==> src/rtl/wm_insert_pipe.sv <==
`default_nettype none
// ============================================================================
// Module      : wm_insert_pipe
// Description : Streaming 3-stage watermark insertion engine. Each pixel is
//               blended with the weighted mean of its left/up/right neighbours.
//               The 2-bit watermark symbol selects the alpha factor (a1 or a2);
//               symbols 00 and 11 pass the host pixel through unchanged.
//               One frame of frame_len pixels is processed per start pulse.
// Ports       : clk, rst (async, active-high)
//               start, frame_len        -> frame control in
//               busy, done              -> frame status out
//               in_valid/in_ready, d1..d4, wm_sym, a1, a2 -> pixel window in
//               out_valid/out_ready, wm_pix, out_last      -> pixel out
//               stat_embed, stat_resv   -> symbol counters (WM_STATS_EN only)
// Options     : WM_STATS_EN - adds the output-side symbol statistics counters
// Revision    : 1.0 - initial release
// ============================================================================
module wm_insert_pipe #(
    parameter int PIX_W  = 8,
    parameter int FRAC_W = 8,
    parameter int CNT_W  = 20
) (
    input  logic              clk,
    input  logic              rst,
    input  logic              start,
    input  logic [CNT_W-1:0]  frame_len,
    output logic              busy,
    output logic              done,
    input  logic              in_valid,
    output logic              in_ready,
    input  logic [PIX_W-1:0]  d1,
    input  logic [PIX_W-1:0]  d2,
    input  logic [PIX_W-1:0]  d3,
    input  logic [PIX_W-1:0]  d4,
    input  logic [1:0]        wm_sym,
    input  logic [FRAC_W:0]   a1,
    input  logic [FRAC_W:0]   a2,
    output logic              out_valid,
    input  logic              out_ready,
    output logic [PIX_W-1:0]  wm_pix,
    output logic              out_last
`ifdef WM_STATS_EN
    ,
    output logic [CNT_W-1:0]  stat_embed,
    output logic [CNT_W-1:0]  stat_resv
`endif
);

    localparam int                c_PW       = PIX_W + FRAC_W + 2;
    localparam logic [FRAC_W:0]   c_ONE      = {1'b1, {FRAC_W{1'b0}}};
    localparam logic [c_PW-1:0]   c_HALF     = c_PW'(1) << (FRAC_W - 1);
    localparam logic [PIX_W-1:0]  c_PIX_MAX  = {PIX_W{1'b1}};

    typedef enum logic [1:0] {
        S_IDLE  = 2'd0,
        S_RUN   = 2'd1,
        S_DRAIN = 2'd2,
        S_DONE  = 2'd3
    } state_t;

    state_t             r_state;
    logic               r_busy;
    logic               r_done;
    logic [CNT_W-1:0]   r_len;
    logic [CNT_W-1:0]   r_in_cnt;
    logic [CNT_W-1:0]   r_out_cnt;

    logic               r_s1_valid, r_s2_valid, r_s3_valid;
    logic [PIX_W-1:0]   r_s1_d1, r_s1_m, r_s2_d1, r_s3_pix;
    logic [FRAC_W:0]    r_s1_alpha;
    logic [1:0]         r_s1_sym;
    logic               r_s2_byp;
    logic [c_PW-1:0]    r_s2_p;

    logic               w_adv, w_in_fire, w_out_fire, w_start_ok, w_last_beat;
    logic [PIX_W+1:0]   w_sum;
    logic [PIX_W-1:0]   w_m;
    logic [FRAC_W:0]    w_alpha_sel, w_alpha;
    logic [c_PW-1:0]    w_p, w_rnd, w_q;
    logic [PIX_W-1:0]   w_r;

    // Whole pipe moves together; only a blocked output beat stalls it.
    assign w_adv       = !r_s3_valid || out_ready;
    assign in_ready    = (r_state == S_RUN) && w_adv && (r_in_cnt < r_len);
    assign w_in_fire   = in_valid && in_ready;
    assign w_out_fire  = r_s3_valid && out_ready;
    assign w_start_ok  = start && (r_state == S_IDLE);
    assign w_last_beat = r_s3_valid && (r_out_cnt == r_len - CNT_W'(1));

    assign busy      = r_busy;
    assign done      = r_done;
    assign out_valid = r_s3_valid;
    assign wm_pix    = r_s3_pix;
    assign out_last  = w_last_beat;

    // Stage 1: rounded neighbourhood mean and clamped alpha.
    assign w_sum       = {2'b00, d2} + {1'b0, d3, 1'b0} + {2'b00, d4} + (PIX_W+2)'(2);
    assign w_m         = PIX_W'(w_sum >> 2);
    assign w_alpha_sel = (wm_sym == 2'b10) ? a2 : a1;
    assign w_alpha     = (w_alpha_sel > c_ONE) ? c_ONE : w_alpha_sel;

    // Stage 2: weighted blend; alpha <= 1.0 keeps (1.0 - alpha) non-negative.
    assign w_p = c_PW'(r_s1_d1) * c_PW'(r_s1_alpha)
               + c_PW'(r_s1_m)  * c_PW'(c_ONE - r_s1_alpha);

    // Stage 3: round to nearest and saturate.
    assign w_rnd = r_s2_p + c_HALF;
    assign w_q   = w_rnd >> FRAC_W;
    assign w_r   = (w_q > c_PW'(c_PIX_MAX)) ? c_PIX_MAX : w_q[PIX_W-1:0];

    // Frame control FSM with registered busy/done.
    always_ff @(posedge clk or posedge rst) begin
        if (rst) begin
            r_state   <= S_IDLE;
            r_busy    <= 1'b0;
            r_done    <= 1'b0;
            r_len     <= '0;
            r_in_cnt  <= '0;
            r_out_cnt <= '0;
        end else begin
            if (w_in_fire)  r_in_cnt  <= r_in_cnt + CNT_W'(1);
            if (w_out_fire) r_out_cnt <= r_out_cnt + CNT_W'(1);
            case (r_state)
                S_IDLE: begin
                    if (w_start_ok) begin
                        r_len     <= frame_len;
                        r_in_cnt  <= '0;
                        r_out_cnt <= '0;
                        r_busy    <= 1'b1;
                        if (frame_len == '0) begin
                            r_state <= S_DONE;
                            r_done  <= 1'b1;
                        end else begin
                            r_state <= S_RUN;
                        end
                    end
                end
                S_RUN: begin
                    if (w_in_fire && (r_in_cnt == r_len - CNT_W'(1)))
                        r_state <= S_DRAIN;
                end
                S_DRAIN: begin
                    if (w_out_fire && w_last_beat) begin
                        r_state <= S_DONE;
                        r_done  <= 1'b1;
                    end
                end
                default: begin
                    r_state <= S_IDLE;
                    r_busy  <= 1'b0;
                    r_done  <= 1'b0;
                end
            endcase
        end
    end

    // Datapath registers; data fields load only with a valid beat so wm_pix
    // keeps its last value between beats.
    always_ff @(posedge clk or posedge rst) begin
        if (rst) begin
            r_s1_valid <= 1'b0;
            r_s2_valid <= 1'b0;
            r_s3_valid <= 1'b0;
            r_s1_d1    <= '0;
            r_s1_m     <= '0;
            r_s1_alpha <= '0;
            r_s1_sym   <= '0;
            r_s2_d1    <= '0;
            r_s2_byp   <= 1'b0;
            r_s2_p     <= '0;
            r_s3_pix   <= '0;
        end else if (w_adv) begin
            r_s1_valid <= w_in_fire;
            r_s2_valid <= r_s1_valid;
            r_s3_valid <= r_s2_valid;
            if (w_in_fire) begin
                r_s1_d1    <= d1;
                r_s1_m     <= w_m;
                r_s1_alpha <= w_alpha;
                r_s1_sym   <= wm_sym;
            end
            if (r_s1_valid) begin
                r_s2_d1  <= r_s1_d1;
                r_s2_byp <= (r_s1_sym == 2'b00) || (r_s1_sym == 2'b11);
                r_s2_p   <= w_p;
            end
            if (r_s2_valid)
                r_s3_pix <= r_s2_byp ? r_s2_d1 : w_r;
        end
    end

`ifdef WM_STATS_EN
    logic [1:0] r_s2_sym, r_s3_sym;
    logic [CNT_W-1:0] r_stat_embed, r_stat_resv;

    always_ff @(posedge clk or posedge rst) begin
        if (rst) begin
            r_s2_sym <= '0;
            r_s3_sym <= '0;
        end else if (w_adv) begin
            if (r_s1_valid) r_s2_sym <= r_s1_sym;
            if (r_s2_valid) r_s3_sym <= r_s2_sym;
        end
    end

    always_ff @(posedge clk or posedge rst) begin
        if (rst) begin
            r_stat_embed <= '0;
            r_stat_resv  <= '0;
        end else if (w_start_ok) begin
            r_stat_embed <= '0;
            r_stat_resv  <= '0;
        end else if (w_out_fire) begin
            if (r_s3_sym == 2'b01 || r_s3_sym == 2'b10)
                r_stat_embed <= r_stat_embed + CNT_W'(1);
            else if (r_s3_sym == 2'b11)
                r_stat_resv <= r_stat_resv + CNT_W'(1);
        end
    end

    assign stat_embed = r_stat_embed;
    assign stat_resv  = r_stat_resv;
`endif

endmodule
`default_nettype wire

==> config.mk <==
export PLATFORM = sky130hd
export DESIGN_NAME = wm_insert_pipe
export DESIGN_NICKNAME = d
export VERILOG_FILES = /design/src/rtl/wm_insert_pipe.sv
export SDC_FILE = /design/constraint.sdc
export NUM_CORES = 1
export LEC_CHECK = 0
export CORE_ASPECT_RATIO = 0.7
export CORE_UTILIZATION = 28
export CTS_CLUSTER_SIZE = 25
export DETAILED_ROUTE_END_ITERATION = 6
export PLACE_DENSITY = 0.45
export RECOVER_POWER = 25
export SYNTH_ARGS = -nofsm -noshare
export SYNTH_HDL_FRONTEND = slang
export SYNTH_SLANG_ARGS = --single-unit
==> constraint.sdc <==
create_clock -name clk -period 8.25 [get_ports clk]
set_clock_uncertainty 0.15 [all_clocks]
set_input_delay 0.825 -clock clk [delete_from_list [all_inputs] [get_ports clk]]
set_output_delay 0.825 -clock clk [all_outputs]
set_load 0.01 [all_outputs]
==> metrics.txt, run 1 <==
Compound-Gate Fraction of Synth Area around 8.5%; EDFF count, synth 0; synth unique cells 66; main combinational cell family by area after synthesis adder cells; status finished, violations left; Final Wtd Congestion 0.865; M1 GR Usage about a quarter; hold crit path type flip-flop to flip-flop; Post-Synth Simple-Gate Area between 10% and 20%; min Tclk post-route 7.75 ns; Inserted Clock Buffers 17; port bufs 89; pwr dens between 90 and 100 nW/um^2; mean cell area of the mapped netlist 9.03 sq um; Die X between 200 and 300 um; WL/cell between 15 and 20 um; Post-Syn Area 13100 sq um; Max-Slew Margin vs Limit -118%; # DRC 0; Clock Sinks between 100 and 150; total gr overflow 0; Post-Layout Inst Area between 15000 and 20000 sq um; Ports 90; kind of critical path flip-flop to flip-flop; synth warn 0; Placement Cell Area about 15000 sq um; endpoint type of the worst setup path flip-flop; multiplexer area fraction after synthesis ~2.8%; Worst Path Max Fanout 10; Vias/cell approximately 4.7; Final Hold Fails 0; area growth from synthesis to layout 16.3%; Leak between 0.007 and 0.008 uW; post-synthesis xor/xnor area fraction about 8%; DR iter-0 viols just over 700; Core Area roughly 46000 sq um; Post-synth ARST share 100%; largest net degree at the start of global routing 81; gr usage total 16.5%; Clock H-tree levels 4; CTS tree built; Root Driver clkbuf_16; # setup viols final 0; Area contributors post-synth dfrtp_1 (23%), fa_1 (21%), ha_1 (9.9%); Worst-path clk slew about 0.06 ns; Final Max Slew Viols 66; RSZ-0062 raised after global routing no; Initial Util ~29%; Layout Nets 1827; GRT met3 Usage 3.21%; WP data arrival 7.89 ns; max cap viols 1; die area 47600 sq um; share of layout cells above drive strength 1 around 6%; Least-Margin Pin Slew 3.25 ns; Tcrit/Tclk final a little over nine tenths; top-area cell type share of the netlist area 23.4%; Post-Syn Instances between 1000 and 1500; Worst Path Required 8.39 ns; prevailing post-synth register cell dfrtp_1; #FFs+latches synth roughly 120; maximum vdd ir drop ~0.15 mV; Synth Area in Adders around 31%; wirelength, routed 37700 um; register area share after synthesis about a quarter; total vias in the final route between 9000 and 10000; failing checks max-capacitance violations, max-slew violations; Die H 183 um; router iterations before antenna repair 5; hold_buf cts 0; first-pass GRT wire length between 50000 and 60000 um; Max Clock Freq ~130 MHz; initial antenna violation count 1; Routed Antenna Nets 0; Mapped Nets 1764; setup TNS 0 ns; met2 usage ~22%; Worst setup SP type flip-flop; row count 65; area leader, netlist dfrtp_1; clock latency on the worst-skew pair about 0.45 ns; vias in the first global route ~10000; HPWL Detailed 30100 um; Top Usage Layer GRT met1; clock buffer depth 2
[cell families (layout without fill, tap and decap cells)]
family                     Yosys count  after routing
muxes                               34             34
AOI/OAI and AO/OA                  178            178
adders and majority gates          239            239
DFF                                122            122
other                                0              1
and+or+nand+nor                    467            467
xor gates and xnor gates           117            117
buffers and inverters              291            367
[worst paths after layout]
kind | start | to | slack (ns) | depth (start not counted)
worst max register to register | r_s1_alpha[2]$_DFFE_PP0P_ | r_s2_p[17]$_DFFE_PP0P_ | 0.50 | 27
worst min register to register | r_s2_valid$_DFFE_PP0N_ | out_valid$_DFFE_PP0N_ | 0.32 | 2
min in group asynchronous | rst | r_out_cnt[18]$_DFF_PP0_ | 1.60 | 2
max in group asynchronous | rst | r_s1_alpha[5]$_DFFE_PP0P_ | 4.47 | 3
worst max-delay path | r_s1_alpha[2]$_DFFE_PP0P_ | r_s2_p[17]$_DFFE_PP0P_ | 0.50 | 27
worst min-delay path | r_s2_valid$_DFFE_PP0N_ | out_valid$_DFFE_PP0N_ | 0.32 | 2
[routing by layer]
layer  vias to the layer above  share of wire, %
met4                         0              0.91
met1                      4890                55
met2                       211                39
li1                       4801                 -
met3                        21               5.2
met5                         -                 0
[layout make-up]
| type | count | area [sq um] |
|---|---|---|
| Inverter | 223 | 838 |
| Timing Repair Buffer | 112 | 1060 |
| Clock buffer | 22 | 474 |
| Clock inverter | 10 | 116 |
| Sequential cell | 122 | 3050 |
| Tap cell | 603 | 754 |
| Multi-Input combinational cell | 1035 | 8900 |
| Fill cell | 4750 | 30300 |
| Antenna cell | 1 | 2.50 |
[layout by cell type (no fill, tap or decap), types with 60 or more instances in the layout]
cell type | Yosys | layout
nor2_1 | 63 | 63
dfrtp_1 | 122 | 122
and2_1 | 61 | 60
inv_1 | 223 | 222
fa_1 | 136 | 136
ha_1 | 103 | 103
xnor2_1 | 84 | 84
nand2_1 | 184 | 184
o21ai_0 | 69 | 69
clkdlybuf4s50_1 | 0 | 87
[per-stage QoR]
| stage | hold slack, ns | power (uW) | setup slack, ns | util, % | instances |
|---|---|---|---|---|---|
| 3_5_place_dp | 0.304 | 723 | 0.270 | 32.1 | 2094 |
| 2_1_floorplan | 0.286 | 665 | 0.602 | - | 1448 |
| 3_3_place_gp | 0.310 | 723 | 0.373 | 32.1 | 2094 |
| 6_report | 0.317 | 1490 | 0.504 | 33.4 | 2128 |
| 4_1_cts | 0.320 | 1510 | 0.296 | 33.4 | 2126 |
| 5_1_grt | 0.375 | 1540 | 0.0240 | 33.4 | 2127 |
[synthesized netlist by cell type (8+ instances only)]
master / count
o31ai_1: 8
nor3_1: 22
mux2i_1: 14
mux2_2: 20
a21oi_1: 45
nand4_1: 12
and3_1: 12
xor2_1: 31
or3_1: 17
and2_1: 61
inv_1: 223
xnor2_1: 84
nor2_1: 63
nor4_1: 15
o21ai_0: 69
nand3_1: 32
ha_1: 103
nand2b_1: 9
clkbuf_1: 55
nor2b_1: 9
fa_1: 136
dfrtp_1: 122
nand2_1: 184
[flip-flops by register name (all words and copies together), names as in the netlist, 8 cells and up]
name	count
r_in_cnt	20
r_len	20
r_out_cnt	20
r_s2_p	11
r_s1_alpha	9
r_s1_d1	8
r_s1_m	8
r_s2_d1	8
wm_pix	8
[power by group]
part | total (uW) | leakage [uW] | switching (uW) | internal, uW
clock | 780 | 0.000275 | 311 | 468
sequential | 603 | 0.00157 | 2.64 | 600
combinational | 107 | 0.00534 | 48.8 | 57.8
[worst max-delay path, stage by stage (launching register included)]
cell       delay [ns]
dfrtp_1          0.40
buf_4            0.19
nor2_1           0.11
nand2_1          0.08
or3_1            0.35
xor2_1           0.20
nand2_1          0.10
fa_1             0.52
inv_1            0.05
fa_1             0.50
inv_1            0.05
fa_1             0.48
inv_1            0.05
fa_1             0.50
fa_1             0.56
inv_1            0.06
fa_1             0.54
inv_1            0.05
ha_1             0.21
or4_1            0.52
a311oi_1         0.33
a2111oi_0        0.17
a311oi_1         0.38
o21bai_1         0.20
a211o_1          0.35
o31a_1           0.27
xnor2_1          0.16
o21ai_1          0.07
[what timing repair did]
action / CTS / global route
setup buffers: 0 / 1
endpoints found under the setup margin: 0 / 2
resized for setup: 0 / 1
No activity file was read; power rests on OpenSTA's default activity.
==> run 2: changes to the inputs <==
--- a/config.mk
+++ b/config.mk
@@ -11,6 +11,7 @@
 export DETAILED_ROUTE_END_ITERATION = 6
 export PLACE_DENSITY = 0.45
 export RECOVER_POWER = 25
+export SKIP_CTS_REPAIR_TIMING = 1
 export SYNTH_ARGS = -nofsm -noshare
 export SYNTH_HDL_FRONTEND = slang
 export SYNTH_SLANG_ARGS = --single-unit
==> results of run 2 <==
Final layout, timing and power as in run 1 (identical DEF).
